===== src/rtl/awg_uart_pkg.sv =====
// Shared definitions for the UART command path into the AWG core: frame codes,
// parser state encodings and the configuration register address map.
package awg_uart_pkg;

    localparam logic [7:0] SYNC_DEFAULT   = 8'hA5;

    localparam logic [7:0] CMD_WRITE_REG  = 8'h01;
    localparam logic [7:0] CMD_WRITE_WAVE = 8'h02;
    localparam logic [7:0] CMD_SET_RUN    = 8'h03;

    localparam logic [3:0] ST_IDLE   = 4'd0;
    localparam logic [3:0] ST_CMD    = 4'd1;
    localparam logic [3:0] ST_REG_A  = 4'd2;
    localparam logic [3:0] ST_REG_DH = 4'd3;
    localparam logic [3:0] ST_REG_DL = 4'd4;
    localparam logic [3:0] ST_WAV_AH = 4'd5;
    localparam logic [3:0] ST_WAV_AL = 4'd6;
    localparam logic [3:0] ST_WAV_N  = 4'd7;
    localparam logic [3:0] ST_WAV_DH = 4'd8;
    localparam logic [3:0] ST_WAV_DL = 4'd9;
    localparam logic [3:0] ST_RUN_V  = 4'd10;
    localparam logic [3:0] ST_CHK    = 4'd11;

    // AWG core configuration register map (targets of WRITE_REG)
    localparam logic [7:0] CFG_CTRL       = 8'h00;
    localparam logic [7:0] CFG_WAVE_LEN   = 8'h04;
    localparam logic [7:0] CFG_PHASE_STEP = 8'h10;
    localparam logic [7:0] CFG_AMPLITUDE  = 8'h14;
    localparam logic [7:0] CFG_OFFSET     = 8'h18;

endpackage


===== src/rtl/uart_cmd_watchdog.sv =====
// Inter-byte timeout for the command parser: a down-counter reloaded on every
// kick (and while disabled); expire is asserted when it hits zero with no kick.
module uart_cmd_watchdog #(
    parameter int TIMEOUT_CYC = 50000
) (
    input  logic clk,
    input  logic rst_n,
    input  logic en,
    input  logic kick,
    output logic expire
);

    localparam int CW = $clog2(TIMEOUT_CYC + 1);
    localparam logic [CW-1:0] LOAD = CW'(TIMEOUT_CYC - 1);

    logic [CW-1:0] cnt;

    always_ff @(posedge clk or negedge rst_n) begin
        if (!rst_n) begin
            cnt <= LOAD;
        end else if (!en || kick) begin
            cnt <= LOAD;
        end else if (cnt != '0) begin
            cnt <= cnt - CW'(1);
        end
    end

    // A byte arriving in the expiry cycle takes priority over the timeout
    assign expire = en && !kick && (cnt == '0);

endmodule


===== src/rtl/uart_cmd_sequencer.sv =====
// Framed command parser between the UART receiver and the AWG register/RAM ports.
// Optional inter-byte timeout enabled by defining UART_CMD_TIMEOUT_EN.
//
// state     | meaning
// IDLE      | waiting for SYNC byte, other bytes ignored
// CMD       | expecting command code
// REG_A     | WRITE_REG: register address
// REG_DH/DL | WRITE_REG: data high / low byte
// WAV_AH/AL | WRITE_WAVE: start address high / low byte
// WAV_N     | WRITE_WAVE: sample count (0 = 256)
// WAV_DH/DL | WRITE_WAVE: sample high / low byte, written on DL
// RUN_V     | SET_RUN: run value
// CHK       | checksum byte, commits REG/RUN payload on match
module uart_cmd_sequencer
    import awg_uart_pkg::*;
#(
    parameter int         WAVE_AW     = 12,
    parameter logic [7:0] SYNC_BYTE   = SYNC_DEFAULT,
    parameter int         TIMEOUT_CYC = 50000
) (
    input  logic               clk,
    input  logic               rst_n,
    input  logic [7:0]         rx_data,
    input  logic               rx_valid,
    output logic               cfg_we,
    output logic [7:0]         cfg_addr,
    output logic [15:0]        cfg_wdata,
    output logic               wave_we,
    output logic [WAVE_AW-1:0] wave_addr,
    output logic [15:0]        wave_wdata,
    output logic               run,
    output logic               busy,
    output logic               frame_ok,
    output logic               frame_err
);

    logic [3:0]         state;
    logic [7:0]         cmd;
    logic [7:0]         chk_acc;
    logic [7:0]         pend_addr;
    logic [15:0]        pend_data;
    logic               pend_run;
    logic [7:0]         wav_ah;
    logic [7:0]         wav_dh;
    logic [8:0]         wav_cnt;
    logic [WAVE_AW-1:0] wave_ptr;
    logic               timeout_hit;

    assign busy = (state != ST_IDLE);

`ifdef UART_CMD_TIMEOUT_EN
    uart_cmd_watchdog #(
        .TIMEOUT_CYC (TIMEOUT_CYC)
    ) u_watchdog (
        .clk    (clk),
        .rst_n  (rst_n),
        .en     (busy),
        .kick   (rx_valid),
        .expire (timeout_hit)
    );
`else
    logic unused_timeout_cfg;
    assign unused_timeout_cfg = (TIMEOUT_CYC == 0);
    assign timeout_hit        = 1'b0;
`endif

    always_ff @(posedge clk or negedge rst_n) begin
        if (!rst_n) begin
            state      <= ST_IDLE;
            cmd        <= '0;
            chk_acc    <= '0;
            pend_addr  <= '0;
            pend_data  <= '0;
            pend_run   <= 1'b0;
            wav_ah     <= '0;
            wav_dh     <= '0;
            wav_cnt    <= '0;
            wave_ptr   <= '0;
            cfg_we     <= 1'b0;
            cfg_addr   <= '0;
            cfg_wdata  <= '0;
            wave_we    <= 1'b0;
            wave_addr  <= '0;
            wave_wdata <= '0;
            run        <= 1'b0;
            frame_ok   <= 1'b0;
            frame_err  <= 1'b0;
        end else begin
            cfg_we    <= 1'b0;
            wave_we   <= 1'b0;
            frame_ok  <= 1'b0;
            frame_err <= 1'b0;

            if (rx_valid) begin
                if (state != ST_IDLE && state != ST_CHK) begin
                    chk_acc <= chk_acc + rx_data;
                end
                case (state)
                    ST_IDLE: begin
                        if (rx_data == SYNC_BYTE) begin
                            state   <= ST_CMD;
                            chk_acc <= '0;
                        end
                    end
                    ST_CMD: begin
                        cmd <= rx_data;
                        case (rx_data)
                            CMD_WRITE_REG:  state <= ST_REG_A;
                            CMD_WRITE_WAVE: state <= ST_WAV_AH;
                            CMD_SET_RUN:    state <= ST_RUN_V;
                            default: begin
                                state     <= ST_IDLE;
                                frame_err <= 1'b1;
                            end
                        endcase
                    end
                    ST_REG_A: begin
                        pend_addr <= rx_data;
                        state     <= ST_REG_DH;
                    end
                    ST_REG_DH: begin
                        pend_data[15:8] <= rx_data;
                        state           <= ST_REG_DL;
                    end
                    ST_REG_DL: begin
                        pend_data[7:0] <= rx_data;
                        state          <= ST_CHK;
                    end
                    ST_WAV_AH: begin
                        wav_ah <= rx_data;
                        state  <= ST_WAV_AL;
                    end
                    ST_WAV_AL: begin
                        wave_ptr <= WAVE_AW'({wav_ah, rx_data});
                        state    <= ST_WAV_N;
                    end
                    ST_WAV_N: begin
                        wav_cnt <= (rx_data == 8'd0) ? 9'd256 : {1'b0, rx_data};
                        state   <= ST_WAV_DH;
                    end
                    ST_WAV_DH: begin
                        wav_dh <= rx_data;
                        state  <= ST_WAV_DL;
                    end
                    ST_WAV_DL: begin
                        // Samples commit immediately; a later checksum failure cannot undo them
                        wave_we    <= 1'b1;
                        wave_addr  <= wave_ptr;
                        wave_wdata <= {wav_dh, rx_data};
                        wave_ptr   <= wave_ptr + WAVE_AW'(1);
                        wav_cnt    <= wav_cnt - 9'd1;
                        state      <= (wav_cnt == 9'd1) ? ST_CHK : ST_WAV_DH;
                    end
                    ST_RUN_V: begin
                        pend_run <= rx_data[0];
                        state    <= ST_CHK;
                    end
                    ST_CHK: begin
                        state <= ST_IDLE;
                        if (rx_data == chk_acc) begin
                            frame_ok <= 1'b1;
                            if (cmd == CMD_WRITE_REG) begin
                                cfg_we    <= 1'b1;
                                cfg_addr  <= pend_addr;
                                cfg_wdata <= pend_data;
                            end
                            if (cmd == CMD_SET_RUN) begin
                                run <= pend_run;
                            end
                        end else begin
                            frame_err <= 1'b1;
                        end
                    end
                    default: state <= ST_IDLE;
                endcase
            end else if (timeout_hit) begin
                state     <= ST_IDLE;
                frame_err <= 1'b1;
            end
        end
    end

endmodule


===== config.mk =====
export PLATFORM = sky130hd
export DESIGN_NAME = uart_cmd_sequencer
export DESIGN_NICKNAME = d
export VERILOG_FILES = /design/src/rtl/awg_uart_pkg.sv /design/src/rtl/uart_cmd_watchdog.sv /design/src/rtl/uart_cmd_sequencer.sv
export SDC_FILE = /design/constraint.sdc
export NUM_CORES = 1
export LEC_CHECK = 0
export CAP_MARGIN = 30
export CORE_MARGIN = 2
export CORE_UTILIZATION = 30
export DETAILED_ROUTE_END_ITERATION = 8
export SYNTH_ARGS = -nofsm -noshare
export SYNTH_HDL_FRONTEND = slang
export SYNTH_SLANG_ARGS = --single-unit

===== constraint.sdc =====
create_clock -name clk -period 2.6 [get_ports clk]
set_clock_uncertainty 0.15 [all_clocks]
set_input_delay 0.26 -clock clk [delete_from_list [all_inputs] [get_ports clk]]
set_output_delay 0.26 -clock clk [all_outputs]
set_load 0.1 [all_outputs]

# Word-level counts from Yosys, hierarchy flattened
# Cells that the tools add are included.
word_totals:
  wordCells: 88
  ramBits: 0
  romBits: 0
  output_inout_bits: 58
  n_memories: 0
  latchBits: 0
  ff_bits: 135
  inputBits: 11
op_classes:
  add_sub_neg: 3
  n_mux: 23
  mul: 0
  shift: 0
  reduce_logical: 21
  n_bitwise: 0
  eq_ne: 21
  magnitude_cmp: 0
  n_div: 0
ops:
  columns: ["cell", "count"]
  rows:
  - ["$pmux W4 S10", 1]
  - ["$eq A8 B2 Y1 const B", 3]
  - ["$mux W8", 3]
  - ["$pmux W12 S2", 1]
  - ["$reduce_and A2 Y1", 11]
  - ["$pmux W9 S2", 1]
  - ["$eq A4 B3 Y1 const B", 4]
  - ["$eq A4 B4 Y1 const B", 4]
  - ["$eq A8 B1 Y1 const B", 2]
  - ["$add A12 B1 Y12 const B", 1]
  - ["$mux W1", 12]
  - ["$pmux W4 S3", 1]
  - ["$eq A9 B1 Y1 const B", 1]
  - ["$mux W9", 1]
  - ["$sub A9 B1 Y9 const B", 1]
  - ["$add A8 B8 Y8", 1]
  - ["$eq A4 B2 Y1 const B", 2]
  - ["$eq A8 B8 Y1", 1]
  - ["$eq A8 B8 Y1 const B", 1]
  - ["$logic_not A8 Y1", 1]
  - ["$reduce_and A4 Y1", 2]
  - ["$eq A4 B1 Y1 const B", 1]
  - ["$logic_not A4 Y1", 1]
  - ["$mux W4", 1]
  - ["9 further kinds", 10]

# Longest topological paths before layout
# Gate-level depths: netlist (run 1).
depth:
  ltp_word: 5
  mapped_depth: 8
  depth_no_buf: 7

# Least setup slack after synthesis (run 1)
# OpenSTA, ideal clock, no wires.
synth_path:
  path_kind: "register to register"
  start: "register chk_acc[5]"
  end: "register cfg_addr[7]"
  path_stages_with_launch: 7
  n_path_buf: 1
  slack_ns: 0.207
  t_arrival_ns: 2.118
  period_less_slack_ns: 2.393
  setup_time_ns: 0.125
  cell_sequence: "dfrtp_1 > ha_1 > nor4_1 > nand3_1 > nor4_4 > buf_6 > mux2_2"
synth_via:
  elab_chain_cells: 2
synth_lines:
  columns: ["element", "line_no", "text"]
  rows:
  - ["start, declared", "uart_cmd_sequencer.sv:39", "logic [7:0] chk_acc;"]
  - ["start signal, assigned", "uart_cmd_sequencer.sv:96", "chk_acc <= chk_acc + rx_data;"]
  - ["$eq A8 B8 Y1", "uart_cmd_sequencer.sv:160", "if (rx_data == chk_acc) begin"]
  - ["$reduce_and A4 Y1 (no source line)", null, null]
  - ["end signal, assigned", "uart_cmd_sequencer.sv:164", "cfg_addr <= pend_addr;"]
  - ["end, declared", "uart_cmd_sequencer.sv:26", "output logic [7:0] cfg_addr,"]
# Every way passes these cells.
# A chain may end at the register's enable or synchronous reset.

# Worst setup path in the final report (run 1)
layout_path:
  start: "register chk_acc[1]"
  end: "register cfg_wdata[2]"
layout_via:
  elab_chain_cells: 2
layout_lines:
  columns: ["element", "line_no", "text"]
  rows:
  - ["$eq A8 B8 Y1", "uart_cmd_sequencer.sv:160", null]
  - ["$reduce_and A4 Y1 (no source line)", null, null]
  - ["end signal, assigned", "uart_cmd_sequencer.sv:165", "cfg_wdata <= pend_data;"]
  - ["end, declared", "uart_cmd_sequencer.sv:27", "output logic [15:0] cfg_wdata,"]
# Every way passes these cells.

==> flow_metrics.tcl, run 1 <==
set metrics [dict create \
    status "finished clean" \
    slew_headroom 0.664 \
    initial_core_util 0.307 \
    design_area_um2 7800 \
    power.switching_uw 3120 \
    p_comb_frac 0.334 \
    slew_viol_final 0 \
    n_antenna_cell 0 \
    place_congestion 0.870 \
    start_kind "flop" \
    grt_max_degree 53 \
    rsz0062_at_grt "no" \
    multi_input_area_um2 2660 \
    clkPwrFrac 0.279 \
    areaGrowthSynthToFinish_pct 25.4 \
    synth_cells 540 \
    maxCapViolations 0 \
    grt_pass1_vias 4577 \
    via_per_inst 4.96 \
    setup_viol 0 \
    end_kind "flop" \
    antenna_found_initial 0 \
    internal_power_uw 5190 \
    synth-main-ff-cell "dfrtp_1" \
    cp.arrival_ps 2600 \
    fin_util 0.384 \
    final.fill_count 1984 \
    hp-class "in2async" \
    cts_resized 0 \
    cts_buffers 17 \
    dieArea_um2 21900 \
    synth_warnings 0 \
    syn_nets 562 \
    layout_min_cycle_time_ps 2450 \
    power_frac_seq 0.387 \
    swShare 0.376 \
    critPathSlowestCell "dfrtp_1" \
    via_count 4521 \
    crit_chain "ha_1 -> nor4_1 -> nand3_1 -> nor4_4 -> buf_4 -> mux2_2" \
    vdd_drop_max_mv 0.414 \
    cp.required_ps 2750 \
    hold_viol_final 0 \
    p_per_area_nw_per_um2 1060 \
    crit_family "simple AND/OR/NAND/NOR gates" \
    path_clk_slew_ps 60 \
    grt_pass1_wl_mm 24.6 \
    ant_nets 0 \
    remaining_drc_errors 0 \
    coreArea_um2 20300 \
    tightest_slew_ps 500 \
    dp.cells 879 \
    worst_path_largest_cell_delay_ps 430 \
    p_leak_uw 0.00374 \
    cts_root_buffer "clkbuf_16" \
    grt_util_all_layers 0.144 \
    std_cell_rows 52 \
    period_share 0.942 \
    clock-sinks 135 \
    fmax_mhz 408 \
    insertion_delay_ps 410 \
    fin_tns_setup_ps 0 \
    power.total_uw 8310 \
    nets 651 \
    crit_path_max_fanout 8 \
    async_reset_ff_frac 1.00 \
    synth_edf_count 0 \
    die_x_um 148 \
    synth_cell_types 55 \
    drt-wirelength-per-cell_um 16.5 \
    yosysSeqAreaShare 0.543 \
    place_area_um2 7220 \
    ys_seq_elements 135 \
    grt_overflow 0 \
    portBuffers 68 \
    io_pins 69 \
    regArea_um2 3380 \
    critPathBufInv 1 \
    drt-total-wl_mm 15.0 \
    clockBufferDepth 2 \
    syn_area_um2 6220 \
    htreeDepth 4 \
    first_pass_iters 4 \
    fp.dieH_um 148 \
    tritoncts "done" \
    drive_gt1_frac 0.339 \
    instances_no_fill 911 \
    path_class "reg2reg" \
    post-dp-hpwl_mm 10.4 \
    drt-initial-drc-count 236 \
    postSynthAreaPerCell_um2 11.5 \
]
-- worst paths after layout --
| check | startpoint | end | slack, ps | cells after the start |
|---|---|---|---|---|
| setup / recovery | chk_acc[1]$_DFFE_PN0P_ | cfg_wdata[2]$_DFFE_PN0P_ | 150 | 6 |
| hold / removal | rst_n | wave_addr[4]$_DFFE_PN0P_ | 170 | 2 |
| setup reg to reg | chk_acc[1]$_DFFE_PN0P_ | cfg_wdata[2]$_DFFE_PN0P_ | 150 | 6 |
| hold reg to reg | wav_dh[5]$_DFFE_PN0P_ | wave_wdata[13]$_DFFE_PN0P_ | 320 | 2 |
| max in group asynchronous | rst_n | wave_wdata[14]$_DFFE_PN0P_ | 1440 | 3 |
| min in group clk | wav_dh[5]$_DFFE_PN0P_ | wave_wdata[13]$_DFFE_PN0P_ | 320 | 2 |
-- cell type report --
| type | instances | share of cell area |
|---|---|---|
| sequential | 135 | 0.433 |
| multi-input combinational | 363 | 0.341 |
| timing repair buffer | 101 | 0.104 |
| clock buffer | 23 | 0.0612 |
| tap | 270 | 0.0433 |
| clock inverter | 8 | 0.0123 |
| inverter | 11 | 0.00529 |
-- power groups by stage --
stage	Sequential [uW]	Clock [uW]	Combinational [uW]
floorplan	4000	0	1250
global placement	3200	0	2730
detailed placement	3240	0	2780
CTS	3210	2390	2790
global route	3300	2490	2990
finish	3210	2320	2780
-- cells by family (layout without fill, tap and decap cells) --
| logic type | after synthesis | in the layout | share of synthesized area |
|---|---|---|---|
| AO/OA/AOI/OAI | 105 | 105 | 0.107 |
| XOR/XNOR | 4 | 4 | 0.00563 |
| adder cells (fa/ha/maj) | 11 | 11 | 0.0233 |
| buffers and inverters | 42 | 143 | 0.0298 |
| flip-flops | 135 | 135 | 0.543 |
| multiplexers | 93 | 93 | 0.168 |
| AND/OR/NAND/NOR | 150 | 150 | 0.124 |
-- what timing repair did --
item                                    in CTS  in global routing
endpoints found under the hold margin       85                  0
buffers inserted                             0                  0
endpoints found under the setup margin       0                 24
hold buffers                                 1                  0
-- per-layer routing --
metal	share of wire	vias up	wire [um]	track usage
met5	0	-	0	0
met3	0.059	15	892	0.0401
met2	0.47	113	6990	0.223
met4	0.011	0	163	0.0462
met1	0.46	2259	6960	0.196
li1	-	2134	-	-
-- registers in the layout (all words and copies together), names as in the netlist, 9 cells and up --
signal,cells
wave_addr,12
wave_ptr,12
wav_cnt,9
cfg_wdata,16
wave_wdata,16
pend_data,16
-- cell usage in the layout (no fill, tap or decap), types with 11 or more instances in the layout --
cell type / instances
mux2_2: 91
o21ai_0: 28
buf_4: 88
nand3_1: 17
nor3_1: 11
inv_1: 11
a21oi_1: 31
nor2_1: 22
nand2_1: 59
dfrtp_1: 135
clkbuf_16: 17
-- through the flow --
stage | setup WS, ps | hold slack, ps
2_1_floorplan | 207 | -186
3_3_place_gp | -212 | 33.6
3_5_place_dp | -300 | 30.8
4_1_cts | 52.5 | 167
5_1_grt | 47.7 | 187
6_report | 150 | 172
-- cell usage after synthesis, types with 2 or more instances --
| cell type | n | area, um2 |
|---|---|---|
| dfrtp_1 | 135 | 3380 |
| mux2_2 | 91 | 1020 |
| nand2_1 | 59 | 221 |
| a21oi_1 | 31 | 155 |
| o21ai_0 | 28 | 140 |
| nor2_1 | 22 | 82.6 |
| clkbuf_1 | 18 | 67.6 |
| nand3_1 | 17 | 85.1 |
| inv_1 | 11 | 41.3 |
| nor3_1 | 11 | 55.1 |
| buf_2 | 10 | 50.1 |
| ha_1 | 10 | 125 |
| o22ai_1 | 10 | 62.6 |
| or3_1 | 7 | 43.8 |
| nand4_1 | 6 | 37.5 |
| nor2b_1 | 5 | 31.3 |
| a21o_1 | 4 | 30.0 |
| a2bb2oi_1 | 4 | 35.0 |
| a31oi_1 | 4 | 25.0 |
| a211o_1 | 3 | 26.3 |
| nand2b_1 | 3 | 18.8 |
| nand3b_1 | 3 | 22.5 |
| o21bai_1 | 3 | 22.5 |
| xor2_1 | 3 | 26.3 |
| a211oi_1 | 2 | 15.0 |
| and3_1 | 2 | 12.5 |
| and3b_1 | 2 | 17.5 |
| and4_1 | 2 | 17.5 |
| buf_6 | 2 | 22.5 |
| mux2i_1 | 2 | 20.0 |
| nor4_1 | 2 | 12.5 |
| nor4_4 | 2 | 42.5 |
| o2111ai_1 | 2 | 17.5 |
| o211ai_1 | 2 | 15.0 |
| o31ai_1 | 2 | 15.0 |
Note: power is estimated with default switching activity, not from simulation.
==> run 2: changes to the inputs <==
--- a/config.mk
+++ b/config.mk
@@ -6,8 +6,8 @@
 export NUM_CORES = 1
 export LEC_CHECK = 0
-export CAP_MARGIN = 30
 export CORE_MARGIN = 2
 export CORE_UTILIZATION = 30
 export DETAILED_ROUTE_END_ITERATION = 8
+export PLACE_DENSITY = 0.57
 export SYNTH_ARGS = -nofsm -noshare
 export SYNTH_HDL_FRONTEND = slang
--- a/constraint.sdc
+++ b/constraint.sdc
@@ -3,3 +3,3 @@
 set_input_delay 0.26 -clock clk [delete_from_list [all_inputs] [get_ports clk]]
 set_output_delay 0.26 -clock clk [all_outputs]
-set_load 0.1 [all_outputs]
+set_load 0.05 [all_outputs]
==> run 2 against run 1 <==
Sequential power is essentially flat. Register-to-register slack gained 50 ps. Clock power grew 18%. First-iteration DRC count rose by 36%. Global-route usage is 0.064 points higher. Final cell count decreased by 0.22%. Utilization up 1.1 points. Via count shrank 1.2%. Sequential share of layout area down 1.2 points. Highest routed layer unchanged.
==> flow_metrics.tcl, run 2 (synthesis gave the netlist of run 1 again) <==
set metrics [dict create \
    status "finished clean" \
    end_kind "flop" \
    via_count 4467 \
    drt-initial-drc-count 320 \
    cp.arrival_ps 2560 \
    crit_path_max_fanout 25 \
    dieArea_um2 21900 \
    n_antenna_cell 0 \
    power.total_uw 8230 \
    tritoncts "done" \
    portBuffers 68 \
    path_clk_slew_ps 60 \
    post-dp-hpwl_mm 9.93 \
    areaGrowthSynthToFinish_pct 28.9 \
    drive_gt1_frac 0.252 \
    top_regs "cfg_wdata (16), pend_data (16), wave_wdata (16)" \
    htreeDepth 4 \
    hp-class "in2async" \
    period_share 0.924 \
    post_cts_buffers 0 \
    worst_path_largest_cell_delay_ps 380 \
    final_common_cell "dfrtp_1" \
    die_x_um 148 \
    insertion_delay_ps 420 \
    ant_nets 0 \
    fin_util 0.395 \
    slew_viol_final 0 \
    coreArea_um2 20300 \
    remaining_drc_errors 0 \
    first_pass_iters 5 \
    crit_chain "ha_1 -> nor4_1 -> nand3_1 -> nor4_4 -> buf_12 -> mux2_2" \
    clockBufferDepth 2 \
    critPathSlowestCell "dfrtp_1" \
    path_class "reg2reg" \
    rsz0062_at_grt "no" \
    tightest_slew_ps 722 \
    grt_overflow 0 \
    clock-sinks 135 \
    via_per_inst 4.91 \
    fin_tns_setup_ps 0 \
    hold_viol_final 0 \
    cts_buffers 17 \
    antenna_found_initial 0 \
    drt-wirelength-per-cell_um 16.4 \
    place_area_um2 7340 \
    grt_pass1_wl_mm 24.7 \
    maxCapViolations 0 \
    p_leak_uw 0.00365 \
    layout_common_cells "dfrtp_1, mux2_2, clkdlybuf4s50_1, nand2_1, a21oi_1" \
    io_pins 69 \
    std_cell_rows 52 \
    grt_util_all_layers 0.145 \
    p_per_area_nw_per_um2 1030 \
    drt-total-wl_mm 14.9 \
    layout_min_cycle_time_ps 2400 \
    grt_pass1_vias 4680 \
    cp.required_ps 2750 \
    fp.dieH_um 148 \
    design_area_um2 8020 \
    grt_max_degree 74 \
    cts_root_buffer "clkbuf_16" \
    nets 648 \
    setup_viol 0 \
    vdd_drop_max_mv 0.519 \
    start_kind "flop" \
    fmax_mhz 416 \
    place_congestion 0.858 \
    initial_core_util 0.307 \
    slew_headroom 0.515 \
]
[run 2: worst max-delay path, delay by kind of cell, from the launching register on]
family | cells | cell delay [ps]
fa+ha+maj | 1 | 350
buf+inv | 1 | 230
flops | 1 | 380
mux | 1 | 350
simple gates | 3 | 810
[run 2: final cells by class]
cell class                 instances  area [um2]
sequential                       135        3380
timing repair buffer              98         928
clock buffer                      17         425
fill                            1943       12300
inverter                          11        41.3
multi-input combinational        363        2660
tap                              270         338
clock inverter                    15         249
[run 2: through the flow]
| stage | hold WS [ps] | setup WS (ps) | instances |
|---|---|---|---|
| 3_5_place_dp | 60.0 | -181 | 876 |
| 5_1_grt | 176 | 26.1 | 909 |
| 6_report | 145 | 197 | 909 |
| 3_3_place_gp | 49.4 | -192 | 876 |
| 4_1_cts | 149 | 185 | 909 |
| 2_1_floorplan | -186 | 207 | 540 |
[run 2: final timing paths]
kind / from / to / slack (ps) / depth (start not counted)
worst max register to register: chk_acc[5]$_DFFE_PN0P_ / cfg_addr[0]$_DFFE_PN0P_ / 200 / 6
min in group clk: wave_wdata[11]$_DFFE_PN0P_ / wave_wdata[11]$_DFFE_PN0P_ / 320 / 2
worst max-delay path: chk_acc[5]$_DFFE_PN0P_ / cfg_addr[0]$_DFFE_PN0P_ / 200 / 6
worst min register to register: wave_wdata[11]$_DFFE_PN0P_ / wave_wdata[11]$_DFFE_PN0P_ / 320 / 2
max in group asynchronous: rst_n / wave_wdata[13]$_DFFE_PN0P_ / 1380 / 3
worst min-delay path: rst_n / pend_addr[4]$_DFFE_PN0P_ / 150 / 2
[run 2: where the power goes]
part / switching (uW) / internal [uW] / total, uW
clock network: 936 / 1810 / 2740
registers: 458 / 2730 / 3190
logic: 1280 / 1020 / 2310
[run 2: routing by layer]
layer	GRT usage	wire [um]	vias up
li1	-	-	2131
met1	0.197	7240	2184
met2	0.219	6510	130
met3	0.0423	868	22
met4	0.0529	306	0
met5	0	0	-
[run 2: timing repair]
item | CTS | global route
endpoints found under the setup margin | 0 | 1
hold buffers | 1 | 0
gates resized for setup | 0 | 1
hold endpoints to repair | 27 | 0
